==> src/rtl/led_pkg.sv <==
// Shared definitions for the LED output stage.
//   LED_W    : number of board LEDs driven
//   led_t    : one bit per LED
//   led_off(): pin pattern that leaves every LED dark for a given polarity
package led_pkg;

  localparam int unsigned LED_W = 4;

  typedef logic [LED_W-1:0] led_t;

  function automatic led_t led_off(input logic active_low);
    return active_low ? '1 : '0;
  endfunction

endpackage

==> src/rtl/led_driver_pwm.sv <==
// Global PWM phase generator for the LED driver.
//   clk    : system clock
//   rst_n  : asynchronous active-low reset, clears the counter
//   pwm_on : high while the free-running counter is below DUTY
// PWM_BITS sets the counter width (1..8); DUTY ranges 0..2**PWM_BITS,
// where 0 is always off and 2**PWM_BITS is always on.
module led_pwm #(
  parameter int unsigned PWM_BITS = 4,
  parameter int unsigned DUTY     = 16
) (
  input  logic clk,
  input  logic rst_n,
  output logic pwm_on
);

  // One extra bit so DUTY = 2**PWM_BITS compares as constantly true.
  localparam logic [PWM_BITS:0] DUTY_CMP = (PWM_BITS+1)'(DUTY);

  logic [PWM_BITS-1:0] cnt;

  always_ff @(posedge clk or negedge rst_n) begin
    if (!rst_n) cnt <= '0;
    else        cnt <= cnt + 1'b1;
  end

  assign pwm_on = ({1'b0, cnt} < DUTY_CMP);

endmodule

==> src/rtl/led_driver.sv <==
// Registered 4-bit LED output stage at the end of the datapath.
//   clk   : system clock
//   rst_n : asynchronous active-low reset; forces out to all-off
//   in    : data word, bit i high means LED i lit
//   err   : error flag (only with LED_ERR_BLINK_EN defined)
//   out   : LED pin drive, polarity set by ACTIVE_LOW
// Two-stage pipeline: in -> in_q -> out. Global PWM dimming via led_pwm.
// Optional feature macro LED_ERR_BLINK_EN: while the registered err is high
// all LEDs flash together from the MSB of a BLINK_DIV-bit counter.
module led_driver
  import led_pkg::*;
#(
  parameter bit          ACTIVE_LOW = 1'b1,
  parameter int unsigned PWM_BITS   = 4,
  parameter int unsigned DUTY       = 16
`ifdef LED_ERR_BLINK_EN
  , parameter int unsigned BLINK_DIV = 24
`endif
) (
  input  logic clk,
  input  logic rst_n,
  input  led_t in,
`ifdef LED_ERR_BLINK_EN
  input  logic err,
`endif
  output led_t out
);

  led_t in_q;
  led_t lit;
  logic pwm_on;

  led_pwm #(
    .PWM_BITS (PWM_BITS),
    .DUTY     (DUTY)
  ) u_pwm (
    .clk    (clk),
    .rst_n  (rst_n),
    .pwm_on (pwm_on)
  );

  always_ff @(posedge clk or negedge rst_n) begin
    if (!rst_n) in_q <= '0;
    else        in_q <= in;
  end

`ifdef LED_ERR_BLINK_EN
  logic                 err_q;
  logic [BLINK_DIV-1:0] blink_cnt;

  // err is registered alongside in so both take effect on the same edge.
  always_ff @(posedge clk or negedge rst_n) begin
    if (!rst_n) begin
      err_q     <= 1'b0;
      blink_cnt <= '0;
    end else begin
      err_q     <= err;
      blink_cnt <= blink_cnt + 1'b1;
    end
  end

  always_comb begin
    lit = in_q & {LED_W{pwm_on}};
    if (err_q) lit = {LED_W{blink_cnt[BLINK_DIV-1]}} & {LED_W{pwm_on}};
  end
`else
  always_comb begin
    lit = in_q & {LED_W{pwm_on}};
  end
`endif

  always_ff @(posedge clk or negedge rst_n) begin
    if (!rst_n) out <= led_off(ACTIVE_LOW);
    else        out <= ACTIVE_LOW ? ~lit : lit;
  end

endmodule

==> config.mk <==
export PLATFORM = sky130hd
export DESIGN_NAME = led_driver
export DESIGN_NICKNAME = d
export VERILOG_FILES = /design/src/rtl/led_pkg.sv /design/src/rtl/led_driver_pwm.sv /design/src/rtl/led_driver.sv
export SDC_FILE = /design/constraint.sdc
export NUM_CORES = 1
export LEC_CHECK = 0
export CORE_AREA = 2 2 39 41
export DETAILED_ROUTE_END_ITERATION = 10
export DIE_AREA = 0 0 41 43
export GPL_ROUTABILITY_DRIVEN = 0
export PLACE_DENSITY = 0.36
export SLEW_MARGIN = 20
export SYNTH_ARGS = -nofsm -noshare
export SYNTH_HDL_FRONTEND = slang
export SYNTH_SLANG_ARGS = --single-unit
==> constraint.sdc <==
create_clock -name clk -period 1.4 [get_ports clk]
set_clock_uncertainty 0.1 [all_clocks]
set_input_delay 0.28 -clock clk [delete_from_list [all_inputs] [get_ports clk]]
set_output_delay 0.28 -clock clk [all_outputs]
set_load 0.02 [all_outputs]
---- Word level (Yosys, flattened, before mapping) ----
Cells that the tools add are included.
Widths: inputs -> output; s select.
word-level totals
  register bits after elaboration ......... 8
  bits of input ports ..................... 6
  output and inout bits ................... 4
  logic and storage cells ................. 3
cells by class
  bitwise logic cells ..................... 1
operators with widths
  cell       number
  $not 4->4  1

---- Logic depth before layout (Yosys ltp) ----
  depth after elaboration ................. 1
  gate-level depth with buffers ........... 1

---- Modules after synthesis ----
A second synthesis with hierarchy kept.
second synthesis, totals
  cell total of the unflattened synthesis .. 14
  area, all modules ....................... 231.5 um^2
modules (own cells, without submodules)
  module      times used  cells each  area an instance (um^2)  seq. area each (um^2)
  led_driver  1           12          220.2                    205.2
  led_pwm     1           2           11.3                     0.0

---- Worst setup path before layout ----
No wires, ideal clock.
  kind .................................... reg-to-output
  start point ............................. register out[0]
  end point ............................... output out[0]
  arrival time ............................ 0.554 ns
  required time ........................... 1.020 ns
  slack ................................... 0.466 ns
  cell stages (with the launch flop) ...... 1
  path buffers ............................ 0
  cell sequence ........................... dfstp_2
RTL lines
  element                 RTL line          RTL
  from (decl)             led_driver.sv:26  output led_t out
  from (signal assigned)  led_driver.sv:73  if (!rst_n) out <= led_off(ACTIVE_LOW);
  from (signal assigned)  led_driver.sv:74  else out <= ACTIVE_LOW ? ~lit : lit;
No word-level cell between the ends.

---- Final worst setup path ----
  start point ............................. register out[0]
  end point ............................... output out[0]
No word-level cell between the ends.

==> metrics.md <==
| Metric | Value |
|---|---|
| Fraction of final layout cells sized beyond drive strength 1 | `0.440` |
| Layout fillers | `between 100 and 150` |
| Diode count | `0` |
| Setup bufs post-CTS | `0` |
| Fraction of met1 tracks used by global routing | `0.0404` |
| Combinational share of power | `0.071` |
| Total placed instance area | `approximately 330 µm²` |
| Placeable Area | `between 1000 and 1500 µm²` |
| Critical-path cell list | `buf_2` |
| Smallest setup slack after layout | `around 0.12 ns` |
| Number of buffers on the longest clock path | `2` |
| Adder-cell area share of the yosys netlist | `0` |
| Number of gates given a new drive strength after cts | `12` |
| Initial core utilization | `0.159` |
| Sequential share of the synthesized area | `0.932` |
| Clock transition at the registers of the reported paths | `0.05 ns` |
| Compound-Gate Fraction of Synth Area | `0` |
| CTS tree | `done` |
| Slowest stage cell, crit path | `sky130_fd_sc_hd__dfstp_2` |
| Die extent in x | `about 41 µm` |
| Core Rows | `14` |
| Outcome | `finished clean` |
| Data required time at the worst endpoint | `between 1 and 1.5 ns` |
| Fraction of met2 tracks used by global routing | `0.0438` |
| Detailed-route via count | `approximately 110` |
| # port buffers | `9` |
| WP data arrival | `~0.90 ns` |
| Layer carrying the most global-route usage | `met3` |
| Synth Area in XOR/XNOR | `0` |
| Fraction of power spent switching nets | `0.198` |
| Capturing element type of the critical path | `primary output` |
| Area Growth Syn to Fin | `52.8%` |
| Initial antenna violation count | `0` |
| I/O pin cnt | `10` |
| DRC violations left | `0` |
| Via-to-Cell Ratio | `~2.7` |
| Leakage power total | `between 0.15 and 0.2 nW` |
| Relative slew margins | `0.774` |
| Unrepaired setup endpoints after global routing | `false` |
| Maximum net fanout on the critical path | `1` |
| Number of warnings issued by yosys | `0` |
| Power Internal | `around 0.37 mW` |
| Flip-flop and latch count after synthesis | `8` |
| CP Buf/Inv Count | `1` |
| Footprint of the multi-input gates | `0 µm²` |
| Wire length after detailed routing | `around 280 µm` |
| Number of nets in the finished design | `32` |
| Final count of hold timing violations | `0` |
| Slew Viols, Final | `0` |
| Critical path type | `register to primary output` |
| Fmax | `between 700 and 800 MHz` |
| Number of H-tree branching levels | `1` |
| GRT met3 Usage | `0.0785` |
| Cell area after layout | `approximately 340 µm²` |
| Register share of total power | `0.537` |
| Number of global-route vias before repair | `115` |
| Count of TritonRoute iterations in the first routing pass | `1` |
| Basic-gate share of the synthesized area counting and, or, nand and nor cells | `0` |
| Post-Synthesis Cell Area | `between 200 and 250 µm²` |
| Hold-fix buffer count after cts | `0` |
| Proportion of power drawn by the clock network | `0.392` |
| Total GRT Usage | `0.0448` |
| Die Height | `43 µm` |
| Global-route wire length before repair | `between 400 and 500 µm` |
| Hold slack | `between 0.15 and 0.2 ns` |
| MaxCap Viol Count | `0` |
| Synthesized netlist cell count | `12` |
| Hold Path Class | `input port to async pin` |
| Post-synthesis net count | `18` |
| Kind of start point of the critical path | `register` |
| Worst-skew pair later-pin latency | `approximately 0.25 ns` |
| Post-synthesis average cell area | `between 15 and 20 µm²` |
| Pin count of the biggest net entering global routing | `9` |
| Main combinational cell family by area after synthesis | `buffers and inverters` |
| Cell class contributing the biggest share of worst-path delay | `flip-flops` |
| Multi-Input Combinational | `0` |
| DIE AREA | `roughly 1800 µm²` |
| PD cells | `~1400 nW/µm²` |
| First-iteration detailed-routing DRC count | `0` |
| Sum of negative setup slack | `0 ns` |
| Worst-Margin Slew | `~0.34 ns` |
| IR drop worst, VDD | `roughly 0.00066 V` |
| Final period utilization | `0.917` |
| Shortest period the worst path allows | `roughly 1.3 ns` |
| Count of nets left with antenna violations after detail routing | `0` |
| Endpoints failing setup | `0` |
| Clock root cell | `sky130_fd_sc_hd__clkbuf_4` |
| Worst setup timing slack at the placement stage | `-0.0659 ns` |
| Stage delay of the slowest cell on the critical path | `between 0.5 and 0.6 ns` |
| GRT Residual Overflow | `0` |
| Number of clock sinks | `8` |
| Unique cell type count in the Yosys netlist | `3` |
| Mux contribution to synthesized area | `0` |
| Net Sw Power | `between 0.09 and 0.1 mW` |
| Routed wire per std cell | `roughly 6.8 µm` |
| Total power | `0.465 mW` |
| CTS buffer count | `3` |
cells by family (layout without fill, tap and decap cells):
kind of cell | after synthesis | in the layout
buffers and inverters | 4 | 17
DFF | 8 | 8
power by group through the flow:
stage | registers, mW | clock network, mW | logic [mW]
2_1_floorplan | 0.262 | 0 | 0.00193
3_5_place_dp | 0.254 | 0 | 0.0392
6_report | 0.250 | 0.182 | 0.0329
3_3_place_gp | 0.254 | 0 | 0.0393
4_1_cts | 0.250 | 0.194 | 0.0375
5_1_grt | 0.251 | 0.214 | 0.0365
cell usage after synthesis:
| master | number | area share |
|---|---|---|
| sky130_fd_sc_hd__dfrtp_1 | 4 | 0.45 |
| sky130_fd_sc_hd__dfstp_2 | 4 | 0.48 |
| sky130_fd_sc_hd__inv_1 | 4 | 0.068 |
area by class of cell:
cell class	instances	area [µm²]	share of cell area
Sequential cell	8	205	0.610
Timing Repair Buffer	9	70.1	0.208
Clock buffer	4	26.3	0.0781
Tap cell	16	20.0	0.0595
Inverter	4	15.0	0.0446
cell usage in the layout (no fill, tap or decap):
master	instances
sky130_fd_sc_hd__inv_1	4
sky130_fd_sc_hd__clkdlybuf4s50_1	5
sky130_fd_sc_hd__clkbuf_1	1
sky130_fd_sc_hd__dfstp_2	4
sky130_fd_sc_hd__clkbuf_4	3
sky130_fd_sc_hd__buf_2	4
sky130_fd_sc_hd__dfrtp_1	4
flip-flops by register name, summed over array words and instances (netlist names):
signal and flops:
out 4, in_q 4
final timing paths:
check	cells after the start	to	start	slack, ns
max reg2reg	1	out[1]	in_q[1]	0.84
max in group asynchronous	1	out[0]	rst_n	0.70
min in group clk	1	out[0]	in_q[0]	0.26
max	1	out[0]	out[0]	0.12
min reg2reg	1	out[0]	in_q[0]	0.26
min	1	in_q[1]	rst_n	0.20
stage by stage:
| stage | cells | util |
|---|---|---|
| after CTS | 41 | 0.261 |
| after detailed placement | 37 | 0.239 |
| final | 41 | 0.243 |
| after global routing | 41 | 0.243 |
| after floorplan | 12 | - |
| after global placement | 37 | 0.239 |
metal layers:
metal / part of all wire / vias to the layer above / wire, µm
met5: 0 / - / 0
met4: 0 / 0 / 0
met3: 0.24 / 0 / 67
met2: 0.35 / 10 / 96
met1: 0.40 / 42 / 112
li1: - / 57 / -
(Power assumes the default switching activity.)
